**config.mk**
```make
export PLATFORM = sky130hd
export DESIGN_NAME = instr_fetch_unit
export DESIGN_NICKNAME = d
export VERILOG_FILES = /design/src/rtl/instr_fetch_unit.sv
export SDC_FILE = /design/constraint.sdc
export NUM_CORES = 1
export LEC_CHECK = 0
export ABC_AREA = 1
export CAP_MARGIN = 20
export CORE_ASPECT_RATIO = 0.6
export CORE_MARGIN = 2
export CORE_UTILIZATION = 56
export DETAILED_ROUTE_END_ITERATION = 8
export HOLD_SLACK_MARGIN = 0.12
export PLACE_DENSITY_LB_ADDON = 0.25
export SLEW_MARGIN = 20
export SYNTH_ARGS = -nofsm -noshare
export SYNTH_HDL_FRONTEND = slang
export SYNTH_SLANG_ARGS = --single-unit
```
**constraint.sdc**
```tcl
create_clock -name clock -period 2.8 [get_ports clock]
set_clock_uncertainty 0.1 [all_clocks]
set_input_delay 0.42 -clock clock [delete_from_list [all_inputs] [get_ports clock]]
set_output_delay 0.42 -clock clock [all_outputs]
set_load 0.1 [all_outputs]
```
**src/rtl/instr_fetch_unit.sv**
```systemverilog
// Instruction fetch unit: assembles 16-bit instructions from two little-endian byte reads.
// Optional two-entry prefetch buffer when FETCH_PREFETCH_EN is defined.
module instr_fetch_unit #(
  parameter int unsigned TIMEOUT = 255
) (
  input  logic        clock,
  input  logic        reset,
  input  logic [15:0] pc,
  output logic [15:0] instr,
  output logic        instr_valid,
  output logic        stall,
  output logic        align_err,
  output logic        fetch_err,
  output logic        mem_req,
  output logic [15:0] mem_addr,
  input  logic        mem_ack,
  input  logic [7:0]  mem_rdata
);

  localparam int unsigned CntW = (TIMEOUT > 1) ? $clog2(TIMEOUT) : 1;

  typedef enum logic [1:0] {StIdle, StLo, StHi} state_e;

  state_e            state_q;
  logic [15:0]       fetch_addr_q;
  logic [7:0]        lo_q;
  logic [15:0]       instr_buf_q;
  logic [15:0]       tag_q;
  logic              tag_valid_q;
  logic [CntW-1:0]   cnt_q;

  logic              hit0;
  logic              timeout_hit;
  logic              start_en;
  logic [15:0]       start_addr;

  assign hit0        = tag_valid_q && (tag_q == pc);
  assign timeout_hit = (TIMEOUT != 0) && (cnt_q == CntW'(TIMEOUT - 1));
  assign align_err   = pc[0];
  assign stall       = ~instr_valid;

`ifdef FETCH_PREFETCH_EN
  logic [15:0] nbuf_q;
  logic [15:0] ntag_q;
  logic        nvalid_q;
  logic        pf_q;
  logic        hit1;
  logic        promote;
  logic        start_pf;

  assign hit1        = nvalid_q && (ntag_q == pc);
  assign instr_valid = (hit0 || hit1) && !pc[0];
  assign instr       = hit0 ? instr_buf_q : nbuf_q;
  assign promote     = hit1 && !hit0;

  always_comb begin
    start_en   = 1'b0;
    start_addr = pc;
    start_pf   = 1'b0;
    if (promote) begin
      // Promoted entry becomes primary; immediately look one instruction further ahead.
      start_en   = !fetch_err;
      start_addr = ntag_q + 16'd2;
      start_pf   = 1'b1;
    end else if (!instr_valid && !pc[0] && !fetch_err) begin
      start_en = 1'b1;
    end else if (hit0 && !nvalid_q && !fetch_err) begin
      start_en   = 1'b1;
      start_addr = tag_q + 16'd2;
      start_pf   = 1'b1;
    end
  end
`else
  assign instr_valid = hit0 && !pc[0];
  assign instr       = instr_buf_q;

  always_comb begin
    start_en   = !instr_valid && !pc[0] && !fetch_err;
    start_addr = pc;
  end
`endif

  always_ff @(posedge clock) begin
    if (reset) begin
      state_q      <= StIdle;
      fetch_addr_q <= 16'h0000;
      lo_q         <= 8'h00;
      instr_buf_q  <= 16'h0000;
      tag_q        <= 16'h0000;
      tag_valid_q  <= 1'b0;
      cnt_q        <= '0;
      mem_req      <= 1'b0;
      mem_addr     <= 16'h0000;
      fetch_err    <= 1'b0;
`ifdef FETCH_PREFETCH_EN
      nbuf_q       <= 16'h0000;
      ntag_q       <= 16'h0000;
      nvalid_q     <= 1'b0;
      pf_q         <= 1'b0;
`endif
    end else begin
      unique case (state_q)
        StIdle: begin
          mem_req <= 1'b0;
`ifdef FETCH_PREFETCH_EN
          if (promote) begin
            instr_buf_q <= nbuf_q;
            tag_q       <= ntag_q;
            tag_valid_q <= 1'b1;
            nvalid_q    <= 1'b0;
          end
          if (start_en) pf_q <= start_pf;
`endif
          if (start_en) begin
            fetch_addr_q <= start_addr;
            mem_addr     <= start_addr;
            mem_req      <= 1'b1;
            cnt_q        <= '0;
            state_q      <= StLo;
          end
        end
        StLo: begin
          if (mem_ack) begin
            lo_q     <= mem_rdata;
            mem_addr <= fetch_addr_q + 16'd1;
            cnt_q    <= '0;
            state_q  <= StHi;
          end else if (timeout_hit) begin
            fetch_err <= 1'b1;
            mem_req   <= 1'b0;
            cnt_q     <= '0;
            state_q   <= StIdle;
          end else begin
            cnt_q <= cnt_q + 1'b1;
          end
        end
        StHi: begin
          if (mem_ack) begin
            mem_req <= 1'b0;
            cnt_q   <= '0;
            state_q <= StIdle;
`ifdef FETCH_PREFETCH_EN
            if (pf_q) begin
              // Keep the prefetched word only while pc is still at X or X+2.
              if (pc == fetch_addr_q || pc == fetch_addr_q - 16'd2) begin
                nbuf_q   <= {mem_rdata, lo_q};
                ntag_q   <= fetch_addr_q;
                nvalid_q <= 1'b1;
              end
            end else begin
              instr_buf_q <= {mem_rdata, lo_q};
              tag_q       <= fetch_addr_q;
              tag_valid_q <= 1'b1;
              nvalid_q    <= 1'b0;
            end
`else
            instr_buf_q <= {mem_rdata, lo_q};
            tag_q       <= fetch_addr_q;
            tag_valid_q <= 1'b1;
`endif
          end else if (timeout_hit) begin
            fetch_err <= 1'b1;
            mem_req   <= 1'b0;
            cnt_q     <= '0;
            state_q   <= StIdle;
          end else begin
            cnt_q <= cnt_q + 1'b1;
          end
        end
        default: state_q <= StIdle;
      endcase
    end
  end

endmodule

```
Word-level counts from Yosys, hierarchy flattened
Cells that the tools add are included.
- bits in registers: 85
- input port bits: 27
- output and inout bits: 37
- word-level logic and storage cells: 57
- add/sub/neg operators: 2
- equal/unequal tests: 7
- multiplexer cells: 17
- bitwise logic cells: 2
- reduce and logical (&&, ||, !) cells: 19
- operator list (kind ; count):
    16-bit two-way mux ; 2
    16-bit one-hot mux with 2 select lines ; 1
    8-bit two-way mux ; 3
    16-bit by 1-bit adder with 16-bit output (second input constant) ; 1
    16-bit equality test ; 1
    8-bit one-hot mux with 2 select lines ; 1
    2-bit AND reduction ; 5
    8-bit by 1-bit adder with 8-bit output (second input constant) ; 1
    8-bit equality test (second input constant) ; 1
    2-bit two-way mux ; 4
    2-bit inequality test (second input constant) ; 3
    2-bit one-hot mux with 3 select lines ; 1
    3-bit AND reduction ; 2
    1-bit logical AND ; 4
    1-bit two-way mux ; 4
    2-bit nonzero test ; 2
    1-bit zero test ; 3
    1-bit one-hot mux with 3 select lines ; 1
    3-bit nonzero test ; 1
    2-bit by 1-bit equality test with 1-bit output (second input constant) ; 1
    2-bit equality test (second input constant) ; 1
    2-bit zero test ; 1
    1-bit inverter ; 2
    2-bit OR reduction ; 1

Depth between registers and ports, before layout
- word-level depth: 8
- depth in mapped cells: 14
- gate-level depth less buffers: 13

Worst setup path before layout
Ideal clock, no wire load.
- path kind: input to output
- start: input port pc[15]
- end: output port stall
- arrival: 3.222 ns
- setup slack: -0.942 ns
- cell stages on the path: 9
- path buffers: 0
- path through: inv_1 -> nand2_1 -> nand2_1 -> nor3b_1 -> nand3_1 -> nor3_1 -> nand3_1 -> nor2_1 -> inv_1
- word-level cells in the longest chain between the ends: 4
- ends and longest elaborated chain (element ; RTL line ; source):
    from (decl) ; 8 ; input logic [15:0] pc,
    16-bit equality test ; 37 ; assign hit0 = tag_valid_q && (tag_q == pc);
    1-bit logical AND ; 37 ;
    1-bit logical AND ; 74 ; assign instr_valid = hit0 && !pc[0];
    via instr_valid ; 10 ; output logic instr_valid,
    1-bit inverter ; 40 ; assign stall = ~instr_valid;
    to (decl) ; 11 ; output logic stall,
The timed path passes the listed nets, and every way through them passes these cells.

Final worst setup path
- start: input port pc[9]
- end: output port stall
- word-level cells in the longest chain between the ends: 4
- ends and longest elaborated chain (element ; RTL line):
    16-bit equality test ; 37
    1-bit logical AND ; 37
    1-bit logical AND ; 74
    1-bit inverter ; 40
No other way between the ends.

==> flow_summary.ini <==
[layout]
fin_nets = 707
layout-drive-gt1-share_pct = 12.6
layout_common_cells = nor2_1 (107), nand2_1 (103), dfxtp_1 (85), o21ai_0 (65), inv_1 (64)
final_cells = 779
fillers = 643
layout_commonest_cell = nor2_1
diodes = 0
area_growth_pct = 22.0

[grt]
grt_overflow_total = 0
top_usage_layer = met1
use_met3_pct = 6.60
grtUsageTotal_pct = 28.9
met2_usage_pct = 42.1
antenna_found_initial = 0
first_global_vias = 3899
grtUsageMet1_pct = 42.8
grt_max_degree = 40
grt_pass1_wl_um = 18700

[flow_run]
maxCapViolations = 0

[clock_tree]
htree_num_levels = 3
cts_resized = 0
post-cts-setup-buffers = 0
cts_tree = yes
root_buffer = clkbuf_16
cts_num_sinks = 85
clk_path_buf_depth = 2
hold_buffers = 0
worstSkewPairLatency_ns = 0.34
cts_buffers = 9
path_clk_slew_ns = 0.06

[die]
io_pins = 64
placementRows = 24
die_h_um = 71.5
die_area_um2 = 8320
die_x_um = 116
core_area_um2 = 7300
start_util_pct = 58.2

[sta]
finalHoldViolCount = 0
finalCriticalPeriod_ns = 2.65
fin_crit_sh_pct = 94.5
fmax_mhz = 378
rsz0062_at_grt = no
fin_setup_tns_ns = 0
setup_viol = 0
worst_pin_slew_ns = 0.610
slew_headroom_pct = 59.3
slew_viol_final = 0

[pwr]
power_density_nw_per_um2 = 630
leakage_uw = 0.00220
p_switching_uw = 1110
clkPwrFrac_pct = 33.3
p_sw_share_pct = 34.1
p_comb_share_pct = 25.3
vdd_ir_drop_max_mv = 0.343
intPower_uw = 2150
power_frac_seq_pct = 41.3

[logic_synthesis]
synth_cell_types = 38
async_flop_share_pct = 0
ys_ff_latch = 85
syn_area_um2 = 4250
seq_area_frac_synth_pct = 40.1
syn-num-nets = 647
ys.flop_type = dfxtp_1
synth.avg_cell_area_um2 = 6.94
synth_edf_count = 0
yosysWarnings = 0
synth_cells = 612

[critical_path]
cpMostUsedCell = inv_1
critPathMaxStageDelay_ns = 0.61
cp_slowest_cell = clkdlybuf4s50_1
cp-start-kind = input port
crit_fanout = 4
critPathCaptureType = output pin
arrival_ns = 2.13
cp_data_required_time_ns = 2.28
crit_chain = clkdlybuf4s50_1 -> inv_1 -> nand2_1 -> o2111ai_1 -> nor4_1 -> nand3_1 -> nor2_4 -> inv_1 -> buf_12
crit_type = input port to output pin

[route]
detailedRoute.firstPassIterationCount = 6
drc = 0
wl_per_cell_um = 14.6
ant_nets = 0
post_drt_via_cell_ratio = 5.40
num_vias = 4210
drt_iter0_drc = 447
drt_wl_total_um = 11400

[placed_design]
numPortBuffers = 63
dp_cells = 765
gp_congestion = 0.938
hpwlAfterDp_um = 8420

[outcome]
status = completed

[min_path]
hp-class = register to register
==> synth_stat cells, drive strengths merged, types with 5 or more instances <==
cell type / n / share of area [%]
a21oi: 53 / 7.0
buf: 11 / 2.1
clkbuf: 17 / 1.5
dfxtp: 85 / 40
ha: 8 / 2.4
inv: 64 / 5.7
nand2: 108 / 10
nand3: 40 / 4.9
nand4: 5 / 0.74
nor2: 111 / 10
nor3: 9 / 1.1
o21ai: 66 / 7.9
xnor2: 6 / 1.2
xor2: 9 / 1.9
==> stage by stage <==
step	instance area (µm²)	setup slack (ns)	hold WS [ns]	utilization, %	total power [µW]
floorplan	4250	0.147	0.336	-	1990
global placement	4910	0.202	0.353	67.3	2170
detailed placement	4910	0.111	0.361	67.3	2190
CTS	5180	0.181	0.370	71.0	3270
global route	5180	0.0258	0.397	71.0	3390
finish	5180	0.154	0.371	71.0	3260
==> area by class of cell <==
cell class	count	area (µm²)	share of cell area (%)
Tap cell	104	130	2.51
Inverter	65	244	4.71
Clock inverter	2	10.0	0.193
Multi-Input combinational cell	434	2160	41.6
Clock buffer	12	256	4.95
Sequential cell	85	1700	32.9
Timing Repair Buffer	77	681	13.1
==> registers in the layout (all words and copies together), names as in the netlist <==
| register | count |
|---|---|
| instr | 16 |
| mem_addr | 16 |
| fetch_err | 1 |
| cnt_q | 8 |
| tag_q | 16 |
| state_q | 2 |
| mem_req | 1 |
| fetch_addr_q | 16 |
| lo_q | 8 |
| tag_valid_q | 1 |
==> path summary, 6_finish.rpt <==
| kind | slack, ns | end | cells after the start | startpoint |
|---|---|---|---|---|
| max | 0.15 | stall | 9 | pc[9] |
| min | 0.37 | tag_q[14]$_SDFFE_PP0P_ | 2 | tag_q[14]$_SDFFE_PP0P_ |
| max reg2reg | 0.56 | state_q[1]$_SDFFE_PP0P_ | 8 | state_q[1]$_SDFFE_PP0P_ |
| min reg2reg | 0.37 | tag_q[14]$_SDFFE_PP0P_ | 2 | tag_q[14]$_SDFFE_PP0P_ |
==> layer usage <==
layer  up-vias  routed length, µm
li1       2092                  -
met1      1907               5500
met2       189               4760
met3        22                935
met4         0                170
met5         -                  0
==> logic make-up after synthesis <==
logic type / after synthesis / synth area share [%]
xor+xnor: 15 / 3.09
compound gates: 127 / 16.2
fa+ha+maj: 8 / 2.36
flops: 85 / 40.1
simple gates: 283 / 28.7
buf+inv: 93 / 9.34
mux: 1 / 0.236
==> power groups by stage <==
stage / Combinational (µW) / Sequential [µW] / Clock [µW]
after global routing: 887 / 1360 / 1140
after CTS: 821 / 1350 / 1100
after global placement: 803 / 1370 / 0
final: 826 / 1350 / 1090
after floorplan: 342 / 1640 / 0
after detailed placement: 819 / 1370 / 0
==> worst max-delay path, delay by kind of cell <==
family          cells  cell delay, ns
simple gates        4            0.61
compound gates      1            0.13
buf+inv             4            0.96
Note: power is estimated with default switching activity, not from simulation.
